==> src/rtl/mem_port_arbiter.sv <==
// Round-robin arbiter sharing one single-port RAM between fetch and MEM.
// One access in flight; fixed-latency read path with one-cycle ready pulses.
module mem_port_arbiter #(
    parameter int AW  = 32,
    parameter int DW  = 32,
    parameter int LAT = 1
) (
    input  logic          clk,
    input  logic          rst_n,
    input  logic          if_req,
    input  logic [AW-1:0] if_addr,
    output logic [DW-1:0] if_rdata,
    output logic          if_ready,
    input  logic          mem_req,
    input  logic          mem_we,
    input  logic [AW-1:0] mem_addr,
    input  logic [DW-1:0] mem_wdata,
    output logic [DW-1:0] mem_rdata,
    output logic          mem_ready,
    output logic          ram_en,
    output logic          ram_we,
    output logic [AW-1:0] ram_addr,
    output logic [DW-1:0] ram_wdata,
    input  logic [DW-1:0] ram_rdata,
    output logic          pipe_stall
);

    localparam logic [1:0] S_IDLE  = 2'd0;
    localparam logic [1:0] S_ISSUE = 2'd1;
    localparam logic [1:0] S_WAIT  = 2'd2;
    localparam logic [1:0] S_DONE  = 2'd3;

    localparam logic [2:0] LAT_C = 3'(LAT);

    logic [1:0] state;
    logic [2:0] cnt;
    logic       owner;
    logic       last_grant;
    logic       we_q;
    logic       any_req;
    logic       grant_mem;

    // On conflict the port that did not win last time gets the RAM.
    always_comb begin
        any_req   = if_req | mem_req;
        grant_mem = mem_req & (~if_req | ~last_grant);
    end

    always_ff @(posedge clk or negedge rst_n) begin
        if (!rst_n) begin
            state      <= S_IDLE;
            cnt        <= '0;
            owner      <= 1'b0;
            last_grant <= 1'b0;
            we_q       <= 1'b0;
            ram_addr   <= '0;
            ram_wdata  <= '0;
            if_rdata   <= '0;
            mem_rdata  <= '0;
        end else begin
            unique case (state)
                S_IDLE: begin
                    if (any_req) begin
                        state      <= S_ISSUE;
                        owner      <= grant_mem;
                        last_grant <= grant_mem;
                        we_q       <= grant_mem & mem_we;
                        ram_addr   <= grant_mem ? mem_addr : if_addr;
                        ram_wdata  <= (grant_mem & mem_we) ? mem_wdata : '0;
                        cnt        <= LAT_C;
                    end
                end
                S_ISSUE: state <= S_WAIT;
                S_WAIT: begin
                    cnt <= cnt - 3'd1;
                    if (cnt == 3'd1) begin
                        state <= S_DONE;
                        if (!owner) begin
                            if_rdata <= ram_rdata;
                        end else if (!we_q) begin
                            mem_rdata <= ram_rdata;
                        end
                    end
                end
                S_DONE: state <= S_IDLE;
                default: state <= S_IDLE;
            endcase
        end
    end

    // Requests seen in DONE are ignored so the requester can move on.
    always_comb begin
        ram_en     = (state == S_ISSUE);
        ram_we     = ram_en & we_q;
        if_ready   = (state == S_DONE) & ~owner;
        mem_ready  = (state == S_DONE) & owner;
        pipe_stall = (if_req & ~if_ready) | (mem_req & ~mem_ready);
    end

endmodule

==> config.mk <==
export PLATFORM = sky130hd
export DESIGN_NAME = mem_port_arbiter
export DESIGN_NICKNAME = d
export VERILOG_FILES = /design/src/rtl/mem_port_arbiter.sv
export SDC_FILE = /design/constraint.sdc
export NUM_CORES = 1
export LEC_CHECK = 0
export CORE_ASPECT_RATIO = 1.2
export CORE_MARGIN = 2
export CORE_UTILIZATION = 30
export CTS_CLUSTER_DIAMETER = 50
export DETAILED_ROUTE_END_ITERATION = 12
export GPL_TIMING_DRIVEN = 0
export SETUP_SLACK_MARGIN = 0.4
export SLEW_MARGIN = 0
export SYNTH_ARGS = -nofsm -noshare
export SYNTH_HDL_FRONTEND = slang
export SYNTH_SLANG_ARGS = --single-unit
export TNS_END_PERCENT = 5
==> constraint.sdc <==
create_clock -name clk -period 2.12 [get_ports clk]
set_input_delay 0.53 -clock clk [delete_from_list [all_inputs] [get_ports clk]]
set_output_delay 0.53 -clock clk [all_outputs]
set_load 0.01 [all_outputs]
==> flow_summary.json, run 1 <==
{
  "die_height_um": 151.1,
  "area_growth_synth_to_finish_pct": 72.13,
  "synth.largest_area_cell": "sky130_fd_sc_hd__dfrtp_1",
  "cts_buffers": 17,
  "place.detailed.instances": 915,
  "avgViaCountPerCell": 4.785,
  "pin_count_of_the_biggest_net_entering_global_routing": 70,
  "drv_slew": 0,
  "worst-slew-pin-transition_ps": 636.9,
  "globalRouteTotalUtil_pct": 17.92,
  "r2r-end": "mem_rdata[10]",
  "final_cells": 961,
  "dieWidth_um": 126.6,
  "timing.final.setup_violations": 0,
  "netlist_area_um2": 5410,
  "maxSlewHeadroom_pct": 57.54,
  "placedInstanceArea_um2": 8359,
  "layout.nets": 867,
  "report.power.total_mw": 13.70,
  "max_cap_viol_count": 0,
  "vias_in_the_first_global_route": 4914,
  "hold_path.class": "in2async",
  "grt_first_pass_wirelength_um": 26490,
  "detailedRoute.firstPassIterationCount": 6,
  "power.density_nw_per_um2": 1471,
  "yosys.cell_types.count": 32,
  "synthFlopType": "sky130_fd_sc_hd__dfrtp_1",
  "final.setup_skew_ps": 5.035,
  "cp.required_ps": 1590,
  "met3_usage_pct": 7.100,
  "gr-total-overflow": 0,
  "cellLeakagePower_nw": 4.374,
  "regToRegStartpoint": "state[0]",
  "globalRouteMet1Util_pct": 21.17,
  "numClockSinks": 135,
  "final.min_clock_period_ps": 2071,
  "floorplan.die_area_um2": 19130,
  "startpoint_type": "flip-flop",
  "path_depth_of_the_worst_reg2reg_path": 9,
  "synthCells": 431,
  "cts_tree": "done",
  "critical_path_arrival_ps": 1540,
  "detail_route.wirelength_um": 17340,
  "clk_pin_slew_worst_paths_ps": 60,
  "buffer_ports.inserted": 263,
  "wire_per_inst_um": 18.04,
  "fillerInstances": 1562,
  "initial_util_pct": 30.79,
  "synth_fp_nets": 570,
  "globalRoute.busiestLayer": "met2",
  "grt_use_met2_pct": 30.03,
  "synth-edff-count": 0,
  "placementRows": 53,
  "final_cell_area_um2": 9313,
  "post_cts_hold_buffer_count": 0,
  "clock_path_buffers": 2,
  "antenna_violating_nets_post_route": 0,
  "ys_seq_elements": 135,
  "globalplace.congestion": 0.7719,
  "ys_top_cells_by_area": "sky130_fd_sc_hd__dfrtp_1 62%, sky130_fd_sc_hd__mux2_2 13%, sky130_fd_sc_hd__a21oi_1 6.3%",
  "number_of_remaining_drc_errors": 0,
  "run_status": "complete, no violations",
  "initialDrtViolationCount": 183,
  "yosys.area.top_type_share_pct": 62.44,
  "synthesis_warning_total": 0,
  "fp.coreArea_um2": 17570,
  "io_pins": 266,
  "cts_max_level": 4,
  "seq_area_frac_synth_pct": 62.44,
  "synth-async-reset-ratio_pct": 100.0,
  "antenna_cells_inserted": 0,
  "grt_antenna_before_repair": 0,
  "layout_worst_path_cycle_share_pct": 97.71,
  "worst_hold_slack_ps": 106.8,
  "num_vias": 4598,
  "clock_latency_ps": 410,
  "clockRootBuffer": "sky130_fd_sc_hd__clkbuf_16",
  "setup.reg_to_reg.worst_slack_ps": 170,
  "synthesis.area_per_instance_um2": 12.55,
  "irDropWorstVdd_mv": 0.5941,
  "path_class": "reg2out",
  "hpwlAfterDp_um": 12530,
  "cp_max_fo": 2,
  "timing_hold_violations_final": 0,
  "rsz0062_at_grt": "yes",
  "timing.critical_path.to_type": "output pin",
  "post_route_cells_drive_above_1_share_pct": 22.00,
  "maximum_clock_frequency_mhz": 482.7
}
cells in the final DEF (no fill, tap or decap), types with 3 or more instances in the layout:
cell type	Yosys	routed
sky130_fd_sc_hd__buf_2	15	5
sky130_fd_sc_hd__a21oi_2	0	6
sky130_fd_sc_hd__buf_12	0	3
sky130_fd_sc_hd__buf_6	3	14
sky130_fd_sc_hd__a21oi_1	68	62
sky130_fd_sc_hd__dlygate4sd2_1	0	128
sky130_fd_sc_hd__clkbuf_8	0	5
sky130_fd_sc_hd__mux2_2	61	31
sky130_fd_sc_hd__dfrtp_1	135	135
sky130_fd_sc_hd__mux2_4	0	32
sky130_fd_sc_hd__clkbuf_1	11	5
sky130_fd_sc_hd__clkdlybuf4s50_1	0	129
sky130_fd_sc_hd__nor2_1	33	32
sky130_fd_sc_hd__clkbuf_4	0	3
sky130_fd_sc_hd__bufinv_16	0	3
sky130_fd_sc_hd__clkinvlp_4	0	4
sky130_fd_sc_hd__nand2_1	35	35
sky130_fd_sc_hd__buf_4	0	13
sky130_fd_sc_hd__a22o_1	32	32
sky130_fd_sc_hd__clkbuf_16	0	20
sky130_fd_sc_hd__inv_1	5	3
per-layer routing:
| layer | wire (µm) | vias up |
|---|---|---|
| met5 | 0 | - |
| met1 | 7011 | 2265 |
| met2 | 8547 | 195 |
| li1 | - | 2117 |
| met4 | 271 | 0 |
| met3 | 1510 | 21 |
worst max-delay path: stages, from the launching register on:
cell and delay [ps]:
sky130_fd_sc_hd__dfrtp_1 380, sky130_fd_sc_hd__ha_2 190, sky130_fd_sc_hd__nor2b_4 130, sky130_fd_sc_hd__nor2_2 90, sky130_fd_sc_hd__a2bb2oi_2 180, sky130_fd_sc_hd__buf_4 150
sequential cells by signal (all words and copies together) (netlist names):
signal and count:
cnt 3, if_rdata 32, state 2, mem_rdata 32
ram_wdata 32, ram_addr 32, we_q 1, last_grant 1
Yosys cell counts, types with 2 or more instances:
| cell type | n |
|---|---|
| sky130_fd_sc_hd__a21o_1 | 2 |
| sky130_fd_sc_hd__a21oi_1 | 68 |
| sky130_fd_sc_hd__a22o_1 | 32 |
| sky130_fd_sc_hd__and2_1 | 2 |
| sky130_fd_sc_hd__buf_2 | 15 |
| sky130_fd_sc_hd__buf_6 | 3 |
| sky130_fd_sc_hd__clkbuf_1 | 11 |
| sky130_fd_sc_hd__dfrtp_1 | 135 |
| sky130_fd_sc_hd__ha_1 | 6 |
| sky130_fd_sc_hd__inv_1 | 5 |
| sky130_fd_sc_hd__mux2_1 | 4 |
| sky130_fd_sc_hd__mux2_2 | 61 |
| sky130_fd_sc_hd__nand2_1 | 35 |
| sky130_fd_sc_hd__nor2_1 | 33 |
| sky130_fd_sc_hd__o21ai_0 | 2 |
power by group:
group          switching [mW]  internal, mW
registers               0.648          3.84
clock network            1.13          2.01
logic                    2.75          3.31
final cells by class:
type                            count  area [µm²]  share of cell area (%)
Tap cell                          220       275.3                   2.956
Clock buffer                       22       494.2                   5.307
Multi-Input combinational cell    262        2069                   22.22
Inverter                            5       21.27                  0.2284
Buffer                             29       257.7                   2.768
Sequential cell                   135        3378                   36.28
Clock inverter                     10       142.6                   1.532
Timing Repair Buffer              278        2674                   28.71
worst max path at each step:
stage,startpoint,endpoint,slack [ps],cells after the start
2_1_floorplan,if_req,pipe_stall,410,4
3_3_place_gp,rst_n,ram_wdata[11],-4890,1
3_5_place_dp,if_req,pipe_stall,-350,5
4_1_cts,state[1],pipe_stall,-20,5
5_1_grt,state[0],pipe_stall,-50,5
6_report,state[1],pipe_stall,50,5
cells by family after synthesis:
logic type,share of synthesized area (%)
and+or+nand+nor,6.360
DFF,62.44
AOI/OAI and AO/OA,13.16
muxes,13.53
buffers and inverters,3.122
adders and majority gates,1.388
timing repair:
item | in CTS | in global routing
gates cloned | 0 | 3
setup buffers | 5 | 6
resized for setup | 232 | 18
endpoints found under the setup margin | 265 | 138
pin swaps | 4 | 4
per-stage QoR:
| step | utilization [%] | setup TNS [ps] | setup slack [ps] |
|---|---|---|---|
| after CTS | 51.96 | -16.57 | -16.57 |
| after floorplan | - | 0 | 407.6 |
| after global routing | 52.99 | -48.48 | -48.48 |
| after global placement | 47.40 | -658580 | -4888 |
| final | 52.99 | 0 | 48.50 |
| after detailed placement | 47.57 | -351.1 | -351.1 |
Power figures use the tool's default switching activity.
==> inputs of run 2 (changes only) <==
- CAP_MARGIN: unset -> 15
- CORE_UTILIZATION: 30 -> 41
- GPL_TIMING_DRIVEN: 0 -> unset
- PLACE_DENSITY: unset -> 0.81
==> run 2 against run 1 <==
Against the previous run: global-route usage grew 5.1 points; sequential power grew 2%; die area down 26%; non-clock buffer count fell by 16; count of clock-buffer cells in the layout down 4; setup slack gained 60 ps; largest power group unchanged.
==> flow_summary.json, run 2 (synthesis gave the netlist of run 1 again) <==
{
  "vias_in_the_first_global_route": 4767,
  "fp.coreArea_um2": 12780,
  "initial_util_pct": 42.33,
  "final_cells": 888,
  "clk_pin_slew_worst_paths_ps": 60,
  "cp.required_ps": 1590,
  "report.power.total_mw": 14.12,
  "antenna_cells_inserted": 0,
  "globalRouteTotalUtil_pct": 22.99,
  "die_height_um": 129.8,
  "grt_antenna_before_repair": 0,
  "antenna_violating_nets_post_route": 0,
  "io_pins": 266,
  "startpoint_type": "input port",
  "clockRootBuffer": "sky130_fd_sc_hd__clkbuf_16",
  "initialDrtViolationCount": 214,
  "max_cap_viol_count": 0,
  "regToRegStartpoint": "state[0]",
  "worst-slew-pin-transition_ps": 661.9,
  "grt_first_pass_wirelength_um": 24760,
  "gr-total-overflow": 0,
  "post_route_cells_drive_above_1_share_pct": 19.89,
  "maximum_clock_frequency_mhz": 497.0,
  "timing.critical_path.to_type": "output pin",
  "floorplan.die_area_um2": 14130,
  "final.min_clock_period_ps": 2012,
  "run_status": "complete, no violations",
  "rsz0062_at_grt": "yes",
  "hold_path_startpoint": "if_rdata[3]",
  "timing.final.setup_violations": 0,
  "clock_latency_ps": 400,
  "place.detailed.instances": 847,
  "critical_path_arrival_ps": 1480,
  "layout_worst_path_cycle_share_pct": 94.90,
  "globalRouteMet1Util_pct": 25.27,
  "drv_slew": 0,
  "critPathSlowestCell": "sky130_fd_sc_hd__clkdlybuf4s50_1",
  "hpwlAfterDp_um": 11210,
  "globalRoute.busiestLayer": "met2",
  "ordered_cell_list_for_the_critical_path": "clkdlybuf4s50_1 -> inv_1 -> nor2_2 -> a2bb2oi_2 -> buf_4",
  "setup.reg_to_reg.worst_slack_ps": 150,
  "cp_max_fo": 2,
  "globalplace.congestion": 0.7357,
  "cts_max_level": 4,
  "layout.nets": 851,
  "dieWidth_um": 108.9,
  "final.setup_skew_ps": 14.01,
  "placementRows": 45,
  "met3_usage_pct": 8.192,
  "maxSlewHeadroom_pct": 55.87,
  "cellLeakagePower_nw": 3.957,
  "numClockSinks": 135,
  "power.density_nw_per_um2": 1533,
  "area_growth_synth_to_finish_pct": 70.24,
  "grt_use_met2_pct": 40.48,
  "worstPathBufferInverterCount": 3,
  "final_cell_mix": "259 x sky130_fd_sc_hd__clkdlybuf4s50_1, 135 x sky130_fd_sc_hd__dfrtp_1, 66 x sky130_fd_sc_hd__a21oi_1",
  "worst_path_dominant_cell_family": "buffers and inverters",
  "wire_per_inst_um": 18.15,
  "detailedRoute.firstPassIterationCount": 4,
  "hold_path.class": "reg2reg",
  "clock_path_buffers": 2,
  "leading_cell_type_in_the_layout_fill_and_taps_excluded": "sky130_fd_sc_hd__clkdlybuf4s50_1",
  "irDropWorstVdd_mv": 0.6823,
  "buffer_ports.inserted": 265,
  "timing_hold_violations_final": 0,
  "cts_tree": "done",
  "fin_setup_tns_ps": 0,
  "worst_path_largest_cell_delay_ps": 480,
  "cts_buffers": 17,
  "path_class": "in2out",
  "detail_route.wirelength_um": 16120,
  "pin_count_of_the_biggest_net_entering_global_routing": 58,
  "num_vias": 4518,
  "avgViaCountPerCell": 5.088,
  "critical_path.startpoint": "if_req",
  "number_of_remaining_drc_errors": 0
}
## run 2: cell type report
| type | count | area, µm² |
|---|---|---|
| Sequential cell | 135 | 3378 |
| Tap cell | 164 | 205.2 |
| Multi-Input combinational cell | 262 | 1976 |
| Clock inverter | 13 | 172.7 |
| Clock buffer | 18 | 429.2 |
| Timing Repair Buffer | 291 | 3025 |
| Inverter | 5 | 23.77 |
| Fill cell | 883 | 3571 |
## run 2: where the power goes
| part | switching [mW] | internal, mW |
|---|---|---|
| clock | 1.12 | 1.86 |
| sequential | 0.719 | 3.84 |
| combinational | 2.67 | 3.90 |
## run 2: metal layers
layer | up-vias | wire length, µm
li1 | 2084 | -
met3 | 24 | 1402
met4 | 0 | 401
met2 | 201 | 8314
met1 | 2209 | 5997
met5 | - | 0
## run 2: per-stage QoR
step | setup WS (ps) | area, µm² | utilization [%] | hold slack (ps)
after floorplan | 407.6 | 5423 | - | 234.4
after global placement | -380.2 | 8388 | 65.63 | 396.0
after detailed placement | -363.1 | 8388 | 65.63 | 398.3
after CTS | 85.75 | 9153 | 71.61 | 496.2
after global routing | 34.54 | 9210 | 72.06 | 517.6
final | 108.1 | 9210 | 72.06 | 493.0
## run 2: worst paths after layout
kind,to,depth (start not counted)
min in group asynchronous,if_rdata[1],2
setup reg to reg,mem_rdata[26],8
max in group asynchronous,state[1],3
hold reg to reg,if_rdata[3],1
setup / recovery,pipe_stall,5
hold / removal,if_rdata[3],1
## run 2: worst reg2reg max path: cells and delay by family (launching register included)
| family | cells | cell delay (ps) |
|---|---|---|
| DFF | 1 | 380 |
| and+or+nand+nor | 2 | 340 |
| buffers and inverters | 4 | 630 |
| adders and majority gates | 1 | 150 |
| muxes | 1 | 340 |
## run 2: repair_timing
action,CTS,global route
hold endpoints to repair,21,0
hold buffers,1,0
setup buffers,5,2
gates cloned,2,0
pin swaps,5,6
setup endpoints to repair,232,266
resized for setup,40,11
==> RTL change 1, RTL diff (settings of run 1) <==
The parameter `AW` goes from 32 to 16.
--- a/src/rtl/mem_port_arbiter.sv
+++ b/src/rtl/mem_port_arbiter.sv
@@ -1,7 +1,7 @@
 // Round-robin arbiter sharing one single-port RAM between fetch and MEM.
 // One access in flight; fixed-latency read path with one-cycle ready pulses.
 module mem_port_arbiter #(
-    parameter int AW  = 32,
+    parameter int AW  = 16,
     parameter int DW  = 32,
     parameter int LAT = 1
 ) (
Interface: changed (resized if_addr, mem_addr and ram_addr); port bits go from 266 to 218. The function was not compared with the original's and may differ.
==> RTL change 1 against run 1 <==
  * Worst setup slack better by 0.029 ns
  * Sequential cell count down 16
  * Synthesized area down 13%
  * Power down 14%
  * Synthesized cell count down 20%
  * Design area down 16%
  * Highest routed layer unchanged
  * Critical path type unchanged
  * Wire length down 24%
  * Global-route usage down 2.0 points
==> RTL change 1: results (changes against run 1) <==
Via density: 4.56 (-4.7%)
Met3 Use GR: 7.44% (+0.34 points)
Post-CTS Setup Bufs: 3 (-2)
Critical path fanouts, max: 4 (+2)
Share of cells above drive strength 1: 23.3% (+1.3 points)
Critical path's largest stage delay: 0.41 ns (+0.03 ns)
Clock Skews: 0.00914 ns (+0.00411 ns)
Largest cells by area after synthesis: dfrtp_1, mux2_2, a22o_1, a21oi_1, ha_1
Sequential area share after synthesis: 63.3% (+0.91 points)
Worst-path clk slew: 0.06 ns (about the same)
Seq. pwr: 0.00392 W (-13%)
Starting DRT DRC Count: 94 (-49%)
Largest net degree at the start of global routing: 61 (-13%)
Initial antenna violation count: 0 (unchanged)
CTS Buffer Depth: 2 (unchanged)
Reg2Reg Capture Point: mem_rdata[1]$_DFFE_PN0P_
Met2 Use GR: 26.7% (-3.4 points)
Worst R2R Path Depth: 8 (-1)
Worst R2R Setup Slack: 0.24 ns (+0.07 ns)
Outcome: finished clean
Max transition margin: 61.4% (+3.9 points)
CTS root buffer: clkbuf_16
Compound-Gate Fraction of Synth Area: 11.8% (-1.3 points)
First-pass GRT wire length: 21,100 µm (-20%)
WL met1: 5270 µm (-25%)
Syn Nets: 450 (-21%)
Met2 wire length: 6440 µm (-25%)
Leakage: 3.70 nW (-15%)
# port buffers: 215 (-18%)
Top cell type's share of synthesized area: 63.3% (+0.91 points)
Critical path origin: state[0]$_DFFE_PN0P_
Distinct cells, synth: 33 (+3.1%)
Fraction of the mapped netlist area in adder cells: 1.60% (+0.21 points)
Net count, final: 695 (-20%)
Fillers: 1,442 (-7.7%)
Number of global-route vias before repair: 4,024 (-18%)
GRT met1 Usage: 18.1% (-3.0 points)
Yosys warnings: 0 (unchanged)
Post-DP HPWL: 9610 µm (-23%)
CTS H-tree lvls: 4 (unchanged)
Post-cts resize count: 149 (-36%)
PD cells: 1490 nW/µm² (+1.6%)
Placer Congestion: 0.743 (-3.7%)
Internal: 0.00798 W (-13%)
DR pass1 iterations: 4 (-2)
Synth top cells by count: dfrtp_1, mux2_2, a21oi_1
Post-synth ARST share: 100% (unchanged)
Detail Route met3 WL: 1390 µm (-8.1%)
Critical Path AT: 1.51 ns (-0.03 ns)
Drt total wl: 13,200 µm (-24%)
Total grt overflow: 0 (unchanged)
Total routing usage reported by global routing: 16.0% (-2.0 points)
Mux cell area share after synthesis: 15.6% (+2.0 points)
Max VDD drop: 544 µV (-8.4%)
## RTL change 1: through the flow
step	utilization [%]	hold WS [ns]	setup WS (ns)	instance area, µm²	std cells
after floorplan	-	0.234	0.431	4710	343
after global placement	46.1	0.470	-4.07	7130	766
after detailed placement	46.3	0.474	-0.0389	7150	767
after CTS	50.0	0.109	-0.00761	7730	802
after global routing	50.8	0.125	0.0133	7850	809
final	50.8	0.0965	0.0780	7850	809
## RTL change 1: final cells by class
class | instances | area, µm² | share of cell area, %
plain buffers | 21 | 155 | 1.98
clock buffers | 19 | 453 | 5.77
clock inverters | 13 | 194 | 2.47
inverters | 5 | 21.3 | 0.271
multi-input cells | 198 | 1640 | 20.9
flip-flops and latches | 119 | 2980 | 37.9
well taps | 208 | 260 | 3.31
repair buffers | 226 | 2150 | 27.4
==> RTL change 2, RTL diff (flow settings as in run 1) <==
Without the edit above. Reset style: synchronous (`rst_n`), changed in one clocked block.
--- a/src/rtl/mem_port_arbiter.sv
+++ b/src/rtl/mem_port_arbiter.sv
@@ -46,7 +46,7 @@
         grant_mem = mem_req & (~if_req | ~last_grant);
     end
 
-    always_ff @(posedge clk or negedge rst_n) begin
+    always_ff @(posedge clk) begin
         if (!rst_n) begin
             state      <= S_IDLE;
             cnt        <= '0;
Behaviour: differs if rst_n is asserted again (counterexample within 4 cycles, from zero or initial values and one cycle with rst_n low); with rst_n held inactive, the same outputs for 4 cycles.
==> RTL change 2 against run 1 <==
  * Wire length is 0.57% lower
  * Sequential cell count unchanged
  * Synthesized cell count increased by 29%
  * Utilization shrank 1.5 points
  * Sequential share of layout area decreased by 4.8 points
  * Design area down 7.6%
  * Synthesized area fell by 6.0%
  * Worst setup slack better by 0.18 ns
  * Highest routed layer unchanged
  * Non-clock buffer count is 7 higher
  * Fmax up 9.2%
Power is not compared: it rests on default switching activity, and its combinational part moved more than twofold at a synthesized area within 25%.
==> RTL change 2: results (changes against run 1) <==
Outcome: finished clean
Pre-CTS WS: -0.382 ns (-0.0307 ns)
Share of cells above drive strength 1: 9.64% (-12 points)
Mux cell area share after synthesis: 6.50% (-7.0 points)
DR pass1 iterations: 5 (-1)
Distinct cells, synth: 35 (+9.4%)
Placed Cells: 1,033 (+13%)
Critical path fanouts, max: 4 (+2)
Number of global-route vias before repair: 5,284 (+7.5%)
Synth top cells by count: dfxtp_1, nand2_1, a21oi_1
Net count, final: 978 (+13%)
Clock Skews: 0.00517 ns (+0.000137 ns)
Starting DRT DRC Count: 197 (+7.7%)
Post-DP Area: 7990 µm² (-4.4%)
Sequential area share after synthesis: 53.1% (-9.3 points)
Hold WS: 0.440 ns (+0.333 ns)
Post-DP HPWL: 13,200 µm (+5.3%)
Syn avg cell area: 9.18 µm² (-27%)
Fraction of the mapped netlist area in adder cells: 1.48% (+0.089 points)
Drt total wl: 17,200 µm (-0.57%)
Largest net degree at the start of global routing: 17 (-76%)
Placer Congestion: 0.791 (+2.5%)
RR Startpoint: state[0]$_SDFFE_PN0P_
Via density: 4.76 (-0.55%)
Compound-Gate Fraction of Synth Area: 20.3% (+7.2 points)
Reg2Reg Capture Point: ram_addr[10]$_SDFFE_PN0P_
RTL change 2: repair_timing:
item | 4_1_cts | 5_1_grt
pin swaps | 2 | 1
gates resized for setup | 27 | 23
buffers inserted | 0 | 3
endpoints found under the setup margin | 253 | 259
RTL change 2: kinds of logic after synthesis:
kind of cell,count (synthesis)
AOI/OAI and AO/OA,175
muxes,33
adders and majority gates,6
DFF,135
and+or+nand+nor,148
buffers and inverters,57
RTL change 2: how the worst max path moves through the flow:
stage                            endpoint  slack [ns]  depth (start not counted)
4_1_cts                        pipe_stall        0.22                          4
3_3_place_gp                   pipe_stall       -0.38                          4
5_1_grt                        pipe_stall        0.19                          4
2_1_floorplan  mem_rdata[10]$_SDFFE_PN0P_        0.56                          7
3_5_place_dp                   pipe_stall       -0.38                          4
6_report                       pipe_stall        0.22                          4
RTL change 2: power by group through the flow:
stage / logic [W] / clock network (W) / registers (W)
finish: 0.00252 / 0.00277 / 0.00313
global placement: 0.00245 / 0 / 0.00314
global route: 0.00276 / 0.00297 / 0.00317
detailed placement: 0.00249 / 0 / 0.00316
floorplan: 0.00107 / 0 / 0.00328
CTS: 0.00251 / 0.00285 / 0.00312
RTL change 2: layout make-up:
cell class | count | area (µm²) | area share, %
sequential | 135 | 2710 | 31.5
clock inverter | 11 | 100 | 1.16
timing repair buffer | 266 | 2630 | 30.6
buffer | 48 | 287 | 3.33
multi-input combinational | 362 | 2120 | 24.6
tap | 216 | 270 | 3.14
clock buffer | 20 | 457 | 5.31
inverter | 9 | 33.8 | 0.392
RTL change 2: layer usage:
layer / track usage, % / routed length [µm]
met5: 0 / 0
met1: 21.7 / 6790
met2: 34.2 / 8960
met4: 7.47 / 380
met3: 5.63 / 1120
